**config.mk**
```make
export PLATFORM = sky130hd
export DESIGN_NAME = mag_latch_driver
export DESIGN_NICKNAME = d
export VERILOG_FILES = /design/src/rtl/mw_pkg.sv /design/src/rtl/mw_tick_prescaler.sv /design/src/rtl/mag_latch_driver.sv
export SDC_FILE = /design/constraint.sdc
export NUM_CORES = 1
export LEC_CHECK = 0
export CORE_ASPECT_RATIO = 0.9
export CORE_MARGIN = 2
export CORE_UTILIZATION = 57
export CTS_CLUSTER_SIZE = 28
export DETAILED_ROUTE_END_ITERATION = 8
export DONT_BUFFER_PORTS = 1
export PLACE_DENSITY = 0.78
export SYNTH_ARGS = -nofsm -noshare
export SYNTH_HDL_FRONTEND = slang
export SYNTH_HIERARCHICAL = 1
export SYNTH_SLANG_ARGS = --single-unit
```
**constraint.sdc**
```tcl
create_clock -name clk -period 2.53 [get_ports clk]
set_input_delay 0.1265 -clock clk [delete_from_list [all_inputs] [get_ports clk]]
set_output_delay 0.1265 -clock clk [all_outputs]
set_load 0.05 [all_outputs]
```
**src/rtl/mw_pkg.sv**
```systemverilog
// Shared types and default constants for the magnetron latch driver.
package mw_pkg;

    localparam int unsigned DefDiv       = 100;
    localparam int unsigned DefTimeW     = 12;
    localparam int unsigned DefAckCycles = 4;

    typedef enum logic [2:0] {
        StIdle,
        StArmed,
        StCook,
        StPaused,
        StDone,
        StFault
    } state_e;

endpackage

```
**src/rtl/mw_tick_prescaler.sv**
```systemverilog
// Divides the clock down to a one-cycle tick every DIV enabled cycles.
module mw_tick_prescaler #(
    parameter int unsigned DIV = mw_pkg::DefDiv
) (
    input  logic clk,
    input  logic rst,
    input  logic clear,
    input  logic en,
    output logic tick
);

    localparam int unsigned CntW = (DIV > 1) ? $clog2(DIV) : 1;
    localparam logic [CntW-1:0] Last = CntW'(DIV - 1);

    logic [CntW-1:0] cnt_q;

    always_ff @(posedge clk) begin
        if (rst || clear) begin
            cnt_q <= '0;
        end else if (en) begin
            cnt_q <= (cnt_q == Last) ? '0 : cnt_q + 1'b1;
        end
    end

    assign tick = en && (cnt_q == Last);

endmodule

```
**src/rtl/mag_latch_driver.sv**
```systemverilog
// Cooking sequencer: drives the magnetron S/R latch, counts the cook time down
// in seconds and latches a fault when the mag readback disagrees with S.
module mag_latch_driver #(
    parameter int unsigned DIV        = mw_pkg::DefDiv,
    parameter int unsigned TIME_W     = mw_pkg::DefTimeW,
    parameter int unsigned ACK_CYCLES = mw_pkg::DefAckCycles
) (
    input  logic              clk,
    input  logic              rst,
    input  logic              load_en,
    input  logic [TIME_W-1:0] load_val,
    input  logic              start,
    input  logic              stop,
    input  logic              door_closed,
    input  logic              mag,
    output logic              S,
    output logic              R,
    output logic [TIME_W-1:0] time_left,
    output logic              cooking,
    output logic              done,
    output logic              fault
);

    import mw_pkg::*;

    localparam int unsigned AckW = $clog2(ACK_CYCLES + 1);
    localparam logic [AckW-1:0] AckLast = AckW'(ACK_CYCLES - 1);

    state_e            state_q, state_d;
    logic [TIME_W-1:0] time_q, time_d;
    logic [AckW-1:0]   ack_q;
    logic              tick, presc_en, presc_clear;
    logic              mismatch, fault_hit, cook_d;

    assign presc_en    = (state_q == StCook);
    assign presc_clear = (state_q != StCook);

    mw_tick_prescaler #(
        .DIV(DIV)
    ) u_prescaler (
        .clk  (clk),
        .rst  (rst),
        .clear(presc_clear),
        .en   (presc_en),
        .tick (tick)
    );

    // ack_q holds the number of consecutive mismatching cycles already seen.
    assign mismatch  = (mag != S);
    assign fault_hit = mismatch && (ack_q == AckLast);
    assign cook_d    = (state_d == StCook);

    always_comb begin
        state_d = state_q;
        time_d  = time_q;
        if (state_q != StFault && fault_hit) begin
            state_d = StFault;
        end else begin
            case (state_q)
                StIdle: begin
                    if (load_en) begin
                        time_d  = load_val;
                        state_d = (load_val != '0) ? StArmed : StIdle;
                    end
                end
                StArmed: begin
                    if (stop) begin
                        time_d  = '0;
                        state_d = StIdle;
                    end else if (start && door_closed) begin
                        state_d = StCook;
                    end else if (load_en) begin
                        time_d  = load_val;
                        state_d = (load_val != '0) ? StArmed : StIdle;
                    end
                end
                StCook: begin
                    if (!door_closed || stop) begin
                        state_d = StPaused;
                    end else if (tick && time_q != '0) begin
                        time_d = time_q - TIME_W'(1);
                        if (time_q == TIME_W'(1)) begin
                            state_d = StDone;
                        end
                    end
                end
                StPaused: begin
                    if (stop) begin
                        time_d  = '0;
                        state_d = StIdle;
                    end else if (start && door_closed) begin
                        state_d = StCook;
                    end
                end
                StDone:  state_d = StIdle;
                StFault: state_d = StFault;
                default: state_d = StIdle;
            endcase
        end
    end

    always_ff @(posedge clk) begin
        if (rst) begin
            state_q <= StIdle;
            time_q  <= '0;
            S       <= 1'b0;
            R       <= 1'b1;
            cooking <= 1'b0;
            done    <= 1'b0;
            fault   <= 1'b0;
            ack_q   <= '0;
        end else begin
            state_q <= state_d;
            time_q  <= time_d;
            S       <= cook_d;
            R       <= ~cook_d;
            cooking <= cook_d;
            done    <= (state_d == StDone);
            fault   <= (state_d == StFault);
            if (cook_d != S || !mismatch) begin
                ack_q <= '0;
            end else if (ack_q != AckLast) begin
                ack_q <= ack_q + 1'b1;
            end
        end
    end

    assign time_left = time_q;

endmodule

```
# == Yosys cells after proc, flatten, opt, wreduce, memory -nomap -nowiden ==
# Index checks and enable logic that the tools add are counted.
# classes
eq_ne,19
bitwise,2
n_reduce_logical,16
muxes,19
add_sub_neg,3
# ops
op,count
2-to-1 mux 12 bit,6
case mux 12 bit (4 select lines),1
2-to-1 mux 3 bit,9
nonzero test 12 bit,2
case mux 3 bit (5 select lines),1
"== test 12 x 1 -> 1 bit, second input constant",1
"== test 3 x 2 -> 1 bit, second input constant",4
"subtractor 12 x 1 -> 12 bit, second input constant",1
"== test 3 bit, second input constant",3
"adder 7 x 1 -> 7 bit, second input constant",1
"== test 7 bit, second input constant",1
2-to-1 mux 7 bit,1
"inequality test 2 bit, second input constant",3
"inequality test 3 x 2 -> 1 bit, second input constant",2
"inequality test 3 bit, second input constant",2
AND reduction 6 bit,1
logical AND 1 bit,5
nonzero test 4 bit,1
"adder 3 x 1 -> 3 bit, second input constant",1
"== test 3 x 1 -> 1 bit, second input constant",1
logical NOT 3 bit,1
logical OR 1 bit,3
logical NOT 1 bit,2
inequality test 1 bit,2
other kinds (3),4
# word_totals
word_cells,67
register_bits,29
output_inout_bits,17
inputBits,19

# == Depth between registers and ports, before layout ==
# Gate-level depths: netlist (run 1).
# depth
word_depth,11
mapped_depth,11
ltp_nobuf,9

# == By module ==
# Netlist (run 1), hierarchy kept.
# modules_own_cells
module,area_each_um2,seq_area_each_um2,instances,cells_per_inst
mag_latch_driver,1596.5,440.4,1,185
mw_tick_prescaler,371.6,140.1,1,36

# == Worst setup path after synthesis (run 1) ==
# Ideal clock, no wire load.
# synth_timing
path_kind,reg2reg
start,reg state_q[2]
end,reg ack_q[0]
n_path_buf,2
stages_incl_launch_ff,12
setup_slack_ns,-0.186
synth_period_minus_slack_ns,2.716
t_required_ns,2.409
setup_time_ns,0.121
arrival_time_ns,2.595
path_cell_list,dfxtp_1 buf_2 or3b_1 inv_2 buf_4 nand3_4 nor4_1 and3b_1 nand4_1 a22oi_1 nand3b_4 mux2_2
# synth_between
elab_chain_len,11
word_cells_on_any_way,23
classes_between,eq/ne (7); mux (10); reduce/logical (6)
# synth_lines
item,line_no,source
"start, declared",mag_latch_driver.sv:29,"state_e state_q, state_d;"
"start signal, assigned",mag_latch_driver.sv:104,state_q <= StIdle;
"start signal, assigned",mag_latch_driver.sv:113,state_q <= state_d;
== test 3 x 2 -> 1 bit,mag_latch_driver.sv:35,assign presc_en = (state_q == StCook);
net presc_en,mag_latch_driver.sv:32,"logic tick, presc_en, presc_clear;"
logical AND 1 bit,mw_tick_prescaler.sv:25,assign tick = en && (cnt_q == Last);
net tick,mag_latch_driver.sv:32,
logical AND 1 bit,mag_latch_driver.sv:80,end else if (tick && time_q != '0) begin
2-to-1 mux 3 bit,mag_latch_driver.sv:80,
2-to-1 mux 3 bit,mag_latch_driver.sv:78,if (!door_closed || stop) begin
case mux 3 bit (5 select lines),mag_latch_driver.sv:59,case (state_q)
2-to-1 mux 3 bit,mag_latch_driver.sv:56,if (state_q != StFault && fault_hit) begin
== test 3 x 2 -> 1 bit,mag_latch_driver.sv:51,assign cook_d = (state_d == StCook);
inequality test 1 bit,mag_latch_driver.sv:120,if (cook_d != S || !mismatch) begin
logical OR 1 bit,mag_latch_driver.sv:120,
OR reduction 2 bit (no source line),-,
"end signal, assigned",mag_latch_driver.sv:123,ack_q <= ack_q + 1'b1;
"end, declared",mag_latch_driver.sv:31,logic [AckW-1:0] ack_q;
# The timed path passes the listed nets, and every way through them passes these cells.
# A chain may end at the register's enable or synchronous reset.

# == Worst setup path after layout (run 1) ==
# layout_timing
start,reg state_q[1]
end,reg ack_q[1]
# The elaborated chain is that of the path after synthesis.

==> flow_summary.toml, run 1 <==
[cells_and_area]
fin_area_um2 = 2207
multi_input_area_um2 = 1310
fin_cells = 282
fill_cells = 278
seq_area_um2 = 580.6
syn_to_final_growth_pct = 12.14
layout.nets = 262
drive_gt1_frac = 0.2437
diodes = 0

[synthesis]
seq_area_frac_synth = 0.2950
synth.top_cell.area_share = 0.2950
yosysWarnings = 6
ys.flop_type = "dfxtp_1"
synthArstFlopShare = 0
synth_area_leaders = "dfxtp_1 (29%), nor2_1 (5.5%), mux2i_1 (5.1%)"
ys_ff_latch = 29
synthesis.area_um2 = 1968
syn-num-nets = 246
yosysTopAreaCell = "dfxtp_1"
syn_inst = 221
ys_types = 59
ys_top_cells_by_count = "dfxtp_1 (29), nor2_1 (29), a21oi_1 (13), mux2i_1 (10)"
synth-edff-count = 0
synth_area_per_cell_um2 = 8.906

[cts]
clk_pin_slew_ps = 60
clock_sinks = 29
cts_setup_buffers = 0
clk_latency_ps = 280
htreeDepth = 2
numCtsBuffers = 5
cts_buffer_depth = 2
root_buffer = "clkbuf_8"
cts_resized = 0
cts_tree = "done"

[die]
dieHeight_um = 59.75
die_area_um2 = 3940
io_pins = 36
core_area_um2 = 3353
die_w_um = 65.94
rows = 20
start_util = 0.5869

[critical_path]
criticalPathCategory = "reg -> reg"
reg2reg_setup_slack_ps = 260
crit_arrival_ps = 2440
endpoint_kind = "flip-flop"
crit_fanout = 5
worst_ep_required_time_ps = 2700
worstSetupStartpointType = "flip-flop"

[timing]
final_hold_viol_count = 0
setup_viol = 0
worst_pin_slew_ps = 808.4
relSlewSlack = 0.4593
fmax_mhz = 441.5
min_period_over_period = 0.8953
slew_violations = 0
finalSetupTns_ps = 0
period_needed_ps = 2265
rsz0062_at_grt = "false"
fin_skew_ps = 5.739
holdWs_ps = 57.09

[routing]
postRouteWirelength_mm = 4.797
drt_iter0_drc = 175
ant_nets = 0
first_pass_iters = 4
wire_per_inst_um = 17.01
vias_per_cell = 6.262
num_vias = 1766
drc_errors = 0

[placement]
place_hpwl_mm = 3.497
gp_congestion = 0.8885
postPlaceCellArea_um2 = 2115
io_buffers = 0
dp_cells = 273

[global_route]
grt_max_degree = 21
grt.total_usage = 0.2738
met2_usage = 0.4242
overflow = 0
grt_pass1_wl_mm = 8.121
busiest_layer = "met2"
use_met1 = 0.3615
met3_usage = 0.07533
antenna_found_initial = 0
grt_pass1_vias = 1727

[worst_hold_path]
min_path_type = "in -> reg"

[run_status]
status = "finished clean"

[power]
total_power_uw = 1453
irDropWorstVdd_mv = 0.3829
p_leak_uw = 0.0008641
p_per_area_nw_per_um2 = 658.4

[flow_run]
max_cap_viol_count = 0
[worst max-delay path, stage by stage (launching register included)]
cell and delay [ps]:
dfxtp_1 330, or3b_1 380, inv_2 90, nand3_4 100
nor4_4 210, and3b_1 200, nand4_1 130, a22oi_2 200
nand3b_4 180, mux2_2 330
[layout by cell type (no fill, tap or decap), types with 3 or more instances in the layout]
cell,instances
nand3_1,3
a211oi_1,4
a21oi_2,4
o31a_1,3
ha_1,6
buf_4,20
o22ai_1,4
xor2_1,5
a31oi_1,3
nor4_4,3
and3_1,4
mux2i_1,10
nand2_1,8
a21oi_1,13
dfxtp_1,29
nand4_1,4
inv_1,3
nand2b_1,3
o31ai_1,7
nor2_1,29
o311ai_1,5
mux2_2,6
clkbuf_8,5
nor3_1,8
nor4_1,3
[layer usage]
layer	vias up	part of all wire
met5	-	0
met4	0	0.018
met3	11	0.080
met2	59	0.44
met1	831	0.46
li1	865	-
[stage by stage]
stage	setup slack, ps	util
after floorplan	5.238	-
after global placement	242.5	0.6306
after detailed placement	182.9	0.6306
after CTS	172.4	0.6582
after global routing	72.92	0.6582
final	264.9	0.6582
[final timing paths]
path,start,to,depth (start not counted)
worst max-delay path,state_q[1]$_SDFF_PP0_,ack_q[1]$_SDFFE_PP0P_,9
worst min-delay path,rst,u_prescaler/cnt_q[5]$_SDFFE_PP0P_,3
worst max register to register,state_q[1]$_SDFF_PP0_,ack_q[1]$_SDFFE_PP0P_,9
worst min register to register,u_prescaler/cnt_q[1]$_SDFFE_PP0P_,u_prescaler/cnt_q[1]$_SDFFE_PP0P_,2
[sequential cells by signal (all words and copies together), names as in the netlist]
signal / cells
fault: 1
state_q: 3
ack_q: 3
R: 1
u_prescaler/cnt_q: 7
time_left: 12
done: 1
cooking: 1
[final cells by class]
type                       count  share of cell area
clock buffer                   6             0.03288
clock inverter                 2            0.004535
inverter                       5            0.008503
multi-input combinational    175              0.5935
sequential                    29              0.2630
tap                           44             0.02494
timing repair buffer          21             0.07256
[power by group]
group / leakage, µW / switching, µW / internal [µW]
Clock: 0.0000450 / 182 / 190
Combinational: 0.000583 / 346 / 203
Sequential: 0.000236 / 40.8 / 491
[logic make-up (layout without fill, tap and decap cells)]
logic type / Yosys count / in the layout / synth area share
AND/OR/NAND/NOR: 87 / 87 / 0.2689
AO/OA/AOI/OAI: 59 / 59 / 0.2320
flip-flops: 29 / 29 / 0.2950
buffers and inverters: 17 / 34 / 0.04957
multiplexers: 16 / 16 / 0.08519
XOR/XNOR: 7 / 7 / 0.03115
adder cells (fa/ha/maj): 6 / 6 / 0.03814
[timing repair]
| item | 4_1_cts | 5_1_grt |
|---|---|---|
| hold buffers | 1 | 0 |
| hold endpoints to repair | 18 | 0 |
| endpoints found under the setup margin | 0 | 1 |
Power figures use the tool's default switching activity.
==> run 2: changes to the inputs <==
Settings changed: TNS_END_PERCENT from default to 1.
Clock period 2.53 ns to 1.9 ns, I/O delays scaled along.
==> run 2 against run 1 <==
  * The flow now finishes with violations (negative setup slack)
  * Design area grew 11%
  * Setup slack lost 490 ps
  * Wire length grew 12%
  * Sequential share of layout area shrank 2.6 points
  * Non-clock buffer count grew 22
  * Sequential cell count is the same
  * Critical path depth is the same
  * Power grew 42%
  * Cell count grew 7.4%
  * First-iteration DRC count grew 31%
  * Sequential power grew 32%
  * Worst hold slack lost 32 ps
==> flow_summary.toml, run 2 (synthesis results as in run 1) <==
[die]
die_w_um = 65.94
die_area_um2 = 3940
io_pins = 36
dieHeight_um = 59.75
rows = 20
start_util = 0.5869
core_area_um2 = 3353

[global_route]
grt_pass1_vias = 1798
grt_max_degree = 21
antenna_found_initial = 0
grt.total_usage = 0.2904
grt_pass1_wl_mm = 8.473
overflow = 0

[timing]
setup_viol = 14
fin_ws_ps = -225.5
worst_pin_slew_ps = 822.2
relSlewSlack = 0.4501
fmax_mhz = 470.5
min_period_over_period = 1.119
rsz0062_at_grt = "true"
period_needed_ps = 2126
slew_violations = 0
fin_skew_ps = 6.513
final_hold_viol_count = 0
holdWs_ps = 24.93

[cts]
htreeDepth = 2
clk_pin_slew_ps = 60
cts_buffer_depth = 2
cts_tree = "done"
root_buffer = "clkbuf_8"
clk_latency_ps = 290
numCtsBuffers = 5
clock_sinks = 29

[placement]
postPlaceCellArea_um2 = 2281
dp_cells = 293
io_buffers = 0
place_hpwl_mm = 3.852
gp_congestion = 0.8466

[cells_and_area]
utilization = 0.7325
fin_cells = 303
layout_commonest_cell = "buf_4"
layout_common_cells = "buf_4 (42), nor2_1 (29), dfxtp_1 (28)"
diodes = 0
syn_to_final_growth_pct = 24.79
largest_reg_flops = 12
layout.nets = 284
fin_area_um2 = 2456
drive_gt1_frac = 0.3436

[critical_path]
worstSetupStartpointType = "flip-flop"
crit_path_max_incr_delay_ps = 410
endpoint_kind = "flip-flop"
crit_arrival_ps = 2300
r2r_cells = 9
criticalPathCategory = "reg -> reg"
crit_slowest_cell = "or3b_4"
reg2reg_from = "state_q[2]$_SDFF_PP0_"
worst_ep_required_time_ps = 2070
reg2reg_setup_slack_ps = -230
worstReg2RegEnd = "ack_q[2]$_SDFFE_PP0P_"
crit_fanout = 3
worstPathCellList = "or3b_4 -> inv_4 -> nand3_4 -> nor4_4 -> and3b_1 -> nand4_1 -> a22oi_2 -> nand3b_4 -> mux2_4"

[flow_run]
max_cap_viol_count = 0

[routing]
drt_iter0_drc = 230
vias_per_cell = 6.399
ant_nets = 0
drc_errors = 0
first_pass_iters = 4
wire_per_inst_um = 17.72
num_vias = 1939
postRouteWirelength_mm = 5.369

[worst_hold_path]
hold_end = "u_prescaler/cnt_q[5]$_SDFFE_PP0P_"
min_path_type = "in -> reg"
min_delay_path_depth = 3
hold_start = "rst"

[run_status]
violations = "negative setup slack"
status = "finished with violations"

[power]
p_per_area_nw_per_um2 = 840.8
irDropWorstVdd_mv = 0.6266
p_leak_uw = 0.0009925
total_power_uw = 2065
==> run 2: cell types whose count changed in the layout (fill, tap and decap cells not counted), moves of 2 or more <==
cell      before  now
a211oi_1       4    2
o311ai_1       5    2
buf_4         20   42
clkinv_2       2    0
a211oi_2       0    2
mux2_4         0    3
mux2_2         6    3
o311ai_2       1    4
==> run 2: routing by layer <==
layer,part of all wire,wire [µm],GRT usage
met3,0.10,540,0.08851
met5,0,0,0
met4,0.032,174,0.1370
met2,0.47,2506,0.4776
met1,0.40,2148,0.3496
==> run 2: repair_timing <==
action / CTS / global route
setup endpoints to repair: 11 / 21
endpoints found under the hold margin: 18 / 0
hold buffers: 1 / 0
gates resized for setup: 4 / 7
pin swaps: 9 / 11
setup buffers: 1 / 1
==> run 2: how the worst max path moves through the flow <==
stage | slack (ps) | start | cells past startpoint | endpoint
4_1_cts | -290 | state_q[2]$_SDFF_PP0_ | 9 | ack_q[2]$_SDFFE_PP0P_
5_1_grt | -400 | state_q[2]$_SDFF_PP0_ | 9 | ack_q[2]$_SDFFE_PP0P_
2_1_floorplan | -510 | state_q[2]$_SDFF_PP0_ | 11 | ack_q[0]$_SDFFE_PP0P_
6_report | -230 | state_q[2]$_SDFF_PP0_ | 9 | ack_q[2]$_SDFFE_PP0P_
3_3_place_gp | -260 | state_q[2]$_SDFF_PP0_ | 9 | ack_q[1]$_SDFFE_PP0P_
3_5_place_dp | -310 | state_q[2]$_SDFF_PP0_ | 9 | fault$_SDFF_PP0_
==> run 2: layout make-up <==
cell class              instances  area [µm²]
clock buffers                   7       86.33
multi-input cells             175        1386
flip-flops and latches         29       581.8
inverters                       5       21.27
fillers                       257       897.1
repair buffers                 43       325.3
well taps                      44       55.05
==> run 2: where the power goes <==
group | internal, µW | switching [µW]
logic | 335 | 521
registers | 654 | 46.7
clock network | 286 | 222
==> run 2: per-stage QoR <==
step                setup WS (ps)  TNS (ps)
finish                     -225.5     -1495
global route               -398.9     -4380
CTS                        -288.8     -2129
detailed placement         -310.4     -2061
global placement           -263.9     -1562
floorplan                  -505.1     -3944
==> run 2: critical path: cells and delay by family, from the launching register on <==
kind | cells | cell delay, ps
AOI/OAI and AO/OA | 1 | 220
buffers and inverters | 1 | 70
DFF | 1 | 310
muxes | 1 | 300
and+or+nand+nor | 6 | 1120
==> run 3: changes to the inputs <==
Settings changed: HOLD_SLACK_MARGIN from default to 0.02, SKIP_LAST_GASP from default to 1.
==> run 3 against run 2 <==
  * The flow still finishes with violations (negative setup slack)
  * Clock power up 1%
  * Clock-buffer cell count is the same
  * Non-clock buffer count did not move
  * Critical path depth unchanged
  * Critical endpoint unchanged
==> flow_summary.toml, run 3 (synthesis results as in run 1) <==
[global_route]
met3_usage = 0.09040
grt.total_usage = 0.2880
overflow = 0
grt_max_degree = 21
grt_pass1_wl_mm = 8.376
use_met1 = 0.3415
busiest_layer = "met2"
grt_pass1_vias = 1799
met2_usage = 0.4805
antenna_found_initial = 0

[worst_hold_path]
min_path_type = "in -> reg"

[timing]
min_period_over_period = 1.112
period_needed_ps = 2112
slew_violations = 0
fin_ws_ps = -212.4
rsz0062_at_grt = "true"
worst_pin_slew_ps = 757.0
fin_skew_ps = 9.671
fmax_mhz = 473.4
relSlewSlack = 0.4936
finalSetupTns_ps = -1496
final_hold_viol_count = 0
setup_viol = 11

[routing]
first_pass_iters = 4
vias_per_cell = 6.304
postRouteWirelength_mm = 5.314
num_vias = 1910
drc_errors = 0
wire_per_inst_um = 17.54
drt_iter0_drc = 236
ant_nets = 0

[cells_and_area]
layout.nets = 284
drive_gt1_frac = 0.3089
layout_common_cells = "buf_4 (41), dfxtp_1 (29), nor2_1 (29)"
largest_reg_flops = 12
syn_to_final_growth_pct = 21.93
layout_commonest_cell = "buf_4"
diodes = 0

[power]
p_per_area_nw_per_um2 = 848.5
irDropWorstVdd_mv = 0.6184
switching_share = 0.3775
switching_power_uw = 768.6
combPwrFrac = 0.404
power_frac_clock = 0.252
seqPwrFrac = 0.344
power.internal_uw = 1268
p_leak_uw = 0.0009836

[critical_path]
endpoint_kind = "flip-flop"
worst_ep_required_time_ps = 2080
crit_buf_inv = 1
crit_fanout = 3
crit_family = "simple AND/OR/NAND/NOR gates"
crit_arrival_ps = 2290
crit_path_max_incr_delay_ps = 410
worstSetupStartpointType = "flip-flop"
criticalPathCategory = "reg -> reg"
crit_slowest_cell = "or3b_4"
worstPathCellList = "or3b_4 -> inv_4 -> nand3_4 -> nor4_4 -> and3b_1 -> nand4_1 -> a22oi_2 -> nand3b_4 -> mux2_4"

[die]
io_pins = 36
rows = 20
dieHeight_um = 59.75
core_area_um2 = 3353
die_area_um2 = 3940
die_w_um = 65.94
start_util = 0.5869

[placement]
gp_congestion = 0.8466
place_hpwl_mm = 3.852
preCtsSetupSlack_ps = -310.4
io_buffers = 0

[cts]
root_buffer = "clkbuf_8"
htreeDepth = 2
clk_pin_slew_ps = 60
clock_sinks = 29
cts_buffer_depth = 2
clk_latency_ps = 290
numCtsBuffers = 5
cts_tree = "done"

[flow_run]
max_cap_viol_count = 0

[run_status]
status = "finished with violations"
violations = "negative setup slack"
run 3: cell types whose count changed in the layout (fill, tap and decap cells not counted), moves of 2 or more:
cell | previous run | this run
a211oi_2 | 2 | 0
a211oi_1 | 2 | 4
o311ai_1 | 2 | 5
o311ai_2 | 4 | 1
run 3: path summary, 6_finish.rpt:
path | from | endpoint | slack, ps | cells past startpoint
worst min register to register | time_left[3]$_SDFFE_PP0P_ | time_left[3]$_SDFFE_PP0P_ | 550 | 2
worst min-delay path | load_en | time_left[2]$_SDFFE_PP0P_ | 50 | 2
worst max-delay path | state_q[2]$_SDFF_PP0_ | ack_q[2]$_SDFFE_PP0P_ | -210 | 9
worst max register to register | state_q[2]$_SDFF_PP0_ | ack_q[2]$_SDFFE_PP0P_ | -210 | 9
run 3: cell type report:
type	instances	area [µm²]
fill	272	953.4
multi-input combinational	175	1329
inverter	5	21.27
timing repair buffer	43	327.8
sequential	29	580.6
clock buffer	7	86.33
tap	44	55.05
run 3: stage by stage:
step                  util  hold WS (ps)  power, µW  instance area [µm²]  instances
floorplan                -         171.8       1292                 2014        221
global placement    0.6802         170.8       1496                 2281        293
detailed placement  0.6802         174.3       1510                 2281        293
CTS                 0.7157         45.13       2032                 2400        303
global route        0.7157         111.5       2128                 2400        303
finish              0.7157         45.59       2036                 2400        303
run 3: worst reg2reg max path: cells and delay by family (launching register included):
family | cells | cell delay, ps
buf+inv | 1 | 70
simple gates | 6 | 1140
flops | 1 | 310
compound gates | 1 | 190
mux | 1 | 300
run 3: power by group through the flow:
| stage | logic, µW | registers (µW) | clock network [µW] |
|---|---|---|---|
| final | 823 | 701 | 513 |
| after global routing | 881 | 704 | 543 |
| after CTS | 812 | 700 | 520 |
| after detailed placement | 798 | 712 | 0 |
| after global placement | 786 | 710 | 0 |
| after floorplan | 438 | 853 | 0 |
run 3: timing repair:
item / CTS / global route
pin swaps: 5 / 1
cloned: 0 / 0
resized for setup: 1 / 0
hold buffers: 2 / 0
hold endpoints to repair: 19 / 0
setup endpoints to repair: 11 / 21
buffers inserted: 1 / 0
run 3: routing by layer:
metal	wire (µm)	share of wire
met5	0	0
met4	113	0.021
met1	2152	0.40
met3	516	0.097
met2	2532	0.48
